<file path="config.mk">
export PLATFORM = sky130hd
export DESIGN_NAME = argmax_classifier
export DESIGN_NICKNAME = d
export VERILOG_FILES = /design/src/rtl/nn_pkg.sv /design/src/rtl/argmax_classifier_rise_detect.sv /design/src/rtl/argmax_classifier.sv
export SDC_FILE = /design/constraint.sdc
export NUM_CORES = 1
export LEC_CHECK = 0
export ABC_CLOCK_PERIOD_IN_PS = 3900
export CORE_ASPECT_RATIO = 1.1
export CORE_MARGIN = 1
export CORE_UTILIZATION = 58
export CTS_CLUSTER_SIZE = 24
export DETAILED_ROUTE_END_ITERATION = 6
export DONT_BUFFER_PORTS = 1
export GPL_ROUTABILITY_DRIVEN = 0
export PLACE_DENSITY = 0.87
export SYNTH_ARGS = -nofsm -noshare
export SYNTH_HDL_FRONTEND = slang
export SYNTH_SLANG_ARGS = --single-unit
</file>
<file path="constraint.sdc">
create_clock -name clock -period 3.9 [get_ports clock]
set_clock_uncertainty 0.05 [all_clocks]
set_input_delay 0.78 -clock clock [delete_from_list [all_inputs] [get_ports clock]]
set_output_delay 0.78 -clock clock [all_outputs]
set_load 0.05 [all_outputs]
</file>
<file path="src/rtl/nn_pkg.sv">
// Shared fixed-point types and helpers for the network datapath.
// Layers and the classifier import this for widths and score formats.
package nn_pkg;

    localparam int FIXED_INTG = 16;
    localparam int FIXED_FRAC = 16;

    typedef struct packed {
        logic signed [FIXED_INTG-1:0] intg;
        logic [FIXED_FRAC-1:0]        frac;
    } fixed_t;

    typedef enum logic [1:0] {
        ACT_NONE,
        ACT_RELU,
        ACT_SIGMOID
    } activation_t;

    function automatic int data_width(input int intg, input int frac);
        return intg + frac;
    endfunction

endpackage

</file>
<file path="src/rtl/argmax_classifier_rise_detect.sv">
// One-flop rising-edge detector on a level input.
// The flop clears on reset so a level already high at release counts as a rise.
module argmax_classifier_rise_detect (
    input  logic clock,
    input  logic reset,
    input  logic level,
    output logic rise
);

    logic level_q;

    always_ff @(posedge clock or negedge reset) begin
        if (!reset) level_q <= 1'b0;
        else        level_q <= level;
    end

    assign rise = level & ~level_q;

endmodule

</file>
<file path="src/rtl/argmax_classifier.sv">
// Final classifier: snapshots the score vector on each new result set,
// scans it one entry per cycle and holds the index/value of the maximum.
module argmax_classifier
    import nn_pkg::*;
#(
    parameter int INTG_WIDTH = 16,
    parameter int FRAC_WIDTH = 16,
    parameter int NUM_INPUTS = 10,
    localparam int DATA_WIDTH = data_width(INTG_WIDTH, FRAC_WIDTH),
    localparam int INDEX_WIDTH = (NUM_INPUTS > 1) ? $clog2(NUM_INPUTS) : 1
) (
    input  logic                         clock,
    input  logic                         reset,
    input  logic                         inputs_ready,
    input  logic signed [DATA_WIDTH-1:0] inputs [NUM_INPUTS],
    output logic [INDEX_WIDTH-1:0]       class_index,
    output logic signed [DATA_WIDTH-1:0] max_value,
    output logic                         class_valid,
    output logic                         busy
);

    typedef enum logic [1:0] {
        IDLE,
        SCAN,
        DONE
    } state_t;

    localparam bit SINGLE = (NUM_INPUTS == 1);
    localparam logic [INDEX_WIDTH-1:0] LAST_IDX = INDEX_WIDTH'(NUM_INPUTS - 1);
    localparam logic [INDEX_WIDTH-1:0] ONE_IDX  = INDEX_WIDTH'(1);

    state_t state, state_nxt;

    logic signed [DATA_WIDTH-1:0] snap [NUM_INPUTS];
    logic signed [DATA_WIDTH-1:0] best;
    logic [INDEX_WIDTH-1:0]       best_idx;
    logic [INDEX_WIDTH-1:0]       idx;

    logic start;
    logic load;
    logic last;
    logic take;
    logic signed [DATA_WIDTH-1:0] cand;
    logic signed [DATA_WIDTH-1:0] win_val;
    logic [INDEX_WIDTH-1:0]       win_idx;

    argmax_classifier_rise_detect u_rise (
        .clock (clock),
        .reset (reset),
        .level (inputs_ready),
        .rise  (start)
    );

    // A rise while scanning is dropped, not queued.
    assign load    = start && (state != SCAN);
    assign last    = (idx == LAST_IDX);
    assign cand    = snap[idx];
    assign take    = cand > best;
    assign win_val = take ? cand : best;
    assign win_idx = take ? idx : best_idx;

    always_ff @(posedge clock or negedge reset) begin
        if (!reset) state <= IDLE;
        else        state <= state_nxt;
    end

    always_comb begin
        state_nxt = state;
        unique case (state)
            IDLE, DONE: begin
                if (start) state_nxt = SINGLE ? DONE : SCAN;
            end
            SCAN: begin
                if (last) state_nxt = DONE;
            end
            default: state_nxt = IDLE;
        endcase
    end

    always_ff @(posedge clock or negedge reset) begin
        if (!reset) begin
            for (int i = 0; i < NUM_INPUTS; i++) snap[i] <= '0;
            best        <= '0;
            best_idx    <= '0;
            idx         <= '0;
            class_index <= '0;
            max_value   <= '0;
            class_valid <= 1'b0;
            busy        <= 1'b0;
        end else if (load) begin
            snap     <= inputs;
            best     <= inputs[0];
            best_idx <= '0;
            idx      <= ONE_IDX;
            if (SINGLE) begin
                max_value   <= inputs[0];
                class_index <= '0;
                class_valid <= 1'b1;
                busy        <= 1'b0;
            end else begin
                class_valid <= 1'b0;
                busy        <= 1'b1;
            end
        end else if (state == SCAN) begin
            best     <= win_val;
            best_idx <= win_idx;
            if (last) begin
                max_value   <= win_val;
                class_index <= win_idx;
                class_valid <= 1'b1;
                busy        <= 1'b0;
            end else begin
                idx <= idx + ONE_IDX;
            end
        end
    end

endmodule

</file>
==> results_dict.tcl <==
set metrics [dict create \
    drc 0 \
    yosysWarnings 0 \
    synth-seq-cells 401 \
    cts.sinks 401 \
    rrSetupSlack_ps -180 \
    critical_path.max_fanout 16 \
    max_cap_violations 0 \
    fill_cells 2002 \
    routed_wl_um 53240 \
    p_per_area_mw_per_mm2 1174 \
    core-area_mm2 0.03174 \
    area_growth_pct 17.43 \
    whs_ps -114.8 \
    grt_max_degree 402 \
    synth_fp_nets 1754 \
    violations "hold timing, slew limit, setup timing" \
    drtIter0Drc 1357 \
    fin_crit_ps 4083 \
    grt_pass1_vias 13070 \
    hold_viol_final 52 \
    rr_endpoint "best[26]" \
    synthesis.area_mm2 0.01890 \
    slew_headroom -0.03411 \
    io_buffers 0 \
    cp-end-kind "flip-flop" \
    vdd_drop_max_mv 0.7425 \
    dr.pass1.iters 5 \
    ant_nets 0 \
    cts_inserted_buffers 41 \
    p_leak_nw 9.303 \
    postLayoutCellArea_mm2 0.02219 \
    crit_arrival_ps 4450 \
    clk_pin_slew_ps 60 \
    seq_area_mm2 0.01004 \
    overflow 0 \
    synth_cells 1397 \
    start_kind "flip-flop" \
    rsz0062_at_grt "true" \
    viasPerCell 6.664 \
    worst_ep_required_time_ps 4270 \
    antenna_found_initial 33 \
    multi_input_area_mm2 0.008775 \
    die_x_um 174.1 \
    yosysSeqAreaShare 0.5310 \
    die_y_um 191.3 \
    place_hpwl_um 35380 \
    worstRegToRegCells 14 \
    critPathKind "reg2reg" \
    final_nets 1817 \
    syn_area_per_cell_um2 13.53 \
    ys_types 45 \
    post_drt_wl_per_cell_um 27.57 \
    clk_latency_ps 550 \
    fmax_mhz 244.9 \
    num_vias 12870 \
    track_usage 0.3077 \
    hp-class "in2async" \
    cts-root-buf "clkbuf_16" \
    rows 68 \
    ioPinCount 361 \
    outcome "complete, but fails checks" \
    dieArea_mm2 0.03331 \
    drv_slew 90 \
    cts_tree "built" \
    finalPower_mw 26.06 \
    htreeDepth 2 \
    drive_gt1_frac 0.4558 \
    dpl_cell_area_mm2 0.01992 \
    r2r_start "idx[0]" \
    worstMarginPinSlew_ps 1551 \
    setup_violations 67 \
    grt_pass1_wl_um 76830 \
    clockBufferDepth 3 \
    setup_slack_ps -182.9 \
    start_util 0.5955 \
    finalCritPeriodShare 1.047 \
]
-- power by group --
| part | total [mW] | switching (mW) | internal (mW) |
|---|---|---|---|
| Combinational | 14.1 | 6.86 | 7.21 |
| Sequential | 8.23 | 1.94 | 6.28 |
| Clock | 3.76 | 1.59 | 2.17 |
-- stage by stage --
step	std cells	setup slack [ps]	TNS, ps	hold slack, ps	utilization
final	1931	-182.9	-8389	-114.8	0.6993
after global routing	1928	-285.6	-15140	-131.4	0.6990
after CTS	1889	-57.87	-528.8	-133.7	0.6803
after detailed placement	1802	-185.0	-9171	440.9	0.6276
after global placement	1802	-36.95	-1609	434.2	0.6276
after floorplan	1397	22.00	0	417.7	-
-- worst max path at each step --
stage / from / to / slack (ps) / cells past startpoint
3_3_place_gp: idx[0] / max_value[4] / -40 / 14
3_5_place_dp: idx[0] / best[26] / -180 / 14
6_report: idx[0] / best[26] / -180 / 14
2_1_floorplan: idx[0] / best[25] / 20 / 14
4_1_cts: idx[0] / best[2] / -60 / 14
5_1_grt: idx[0] / best[0] / -290 / 15
-- layer usage --
layer | routed length (µm) | track usage
met5 | 76 | 0
met4 | 2704 | 0.1616
met3 | 5025 | 0.09288
met2 | 25350 | 0.4795
met1 | 20090 | 0.3903
-- layout make-up --
class | count | share of cell area
diodes | 28 | 0.003157
clock buffers | 59 | 0.05520
clock inverters | 7 | 0.002255
inverters | 34 | 0.005751
multi-input cells | 855 | 0.3954
flip-flops and latches | 401 | 0.4526
well taps | 420 | 0.02368
repair buffers | 127 | 0.06196
-- repair_timing --
item                       in CTS  in global routing
resized for setup              64                 84
setup endpoints to repair      68                 72
hold endpoints to repair      401                401
setup buffers                  18                 11
pin swaps                      25                 45
cloned                          3                  4
-- flip-flops by register name, indices dropped and copies added (netlist names) --
signal and cells:
u_rise.level_q 1, best 32, snap 320, best_idx 4
class_index 4, class_valid 1, max_value 32, busy 1
idx 4, state 2
-- kinds of logic (layout without fill, tap and decap cells) --
group,count (synthesis),in the layout,share of synthesized area
compound gates,180,180,0.07137
xor+xnor,2,2,0.0009271
fa+ha+maj,34,34,0.02251
buf+inv,141,227,0.03092
flops,401,401,0.5310
mux,416,416,0.2839
other cells,0,28,0
simple gates,223,223,0.05939
-- synthesized netlist by cell type (all sizes together) --
library cell | count | area, µm²
a2111oi | 1 | 15.01
clkbuf | 68 | 255.2
o211ai | 1 | 7.510
dfrtp | 401 | 10030
ha | 34 | 425.4
o311ai | 31 | 339.1
mux2 | 320 | 3603
mux4 | 64 | 1441
nand2 | 47 | 176.4
a211oi | 2 | 27.53
nand3b | 1 | 7.510
o21ai | 49 | 245.2
nand2b | 3 | 18.77
nor2 | 50 | 190.2
nor3 | 2 | 10.01
buf | 39 | 201.5
a21o | 2 | 15.01
xnor2 | 1 | 8.760
xor2 | 1 | 8.760
nand3 | 42 | 210.2
and3 | 32 | 200.2
a221o | 34 | 340.3
mux2i | 32 | 320.3
or2 | 1 | 6.260
and2 | 1 | 6.260
nor4 | 2 | 27.53
a21oi | 51 | 259.0
nor2b | 3 | 18.77
o31ai | 3 | 36.28
a31oi | 4 | 46.29
inv | 34 | 127.6
nand4 | 39 | 250.2
a31o | 2 | 17.52
-- cell usage in the layout, fill, tap and decap left out, types with 4 or more instances in the layout --
cell	instances
dfrtp_1	398
clkbuf_8	11
nand2_1	46
mux2i_1	29
buf_12	19
ha_1	29
o21ai_1	16
and3_1	31
buf_6	7
mux4_2	64
a221o_1	34
nor2_1	46
a21oi_2	23
buf_8	6
clkinv_2	5
o311ai_1	14
buf_4	89
ha_4	4
o21ai_0	15
nand3_1	31
clkbuf_16	45
a21oi_1	27
mux2_2	320
o21ai_2	17
o311ai_2	16
diode_2	28
inv_1	33
nand3_2	10
nand4_1	38
nor2_4	4
clkbuf_1	6
-- worst max-delay path, stage by stage (launching register included) --
cell	delay [ps]
dfrtp_4	540
buf_12	170
buf_12	140
mux4_2	580
nand3_2	120
o21ai_2	90
ha_1	370
nand4_1	140
nor2_1	70
a221o_1	360
o31ai_4	460
a31o_4	260
nor2_4	70
buf_8	160
a221o_1	360
Note: power is estimated with default switching activity, not from simulation.
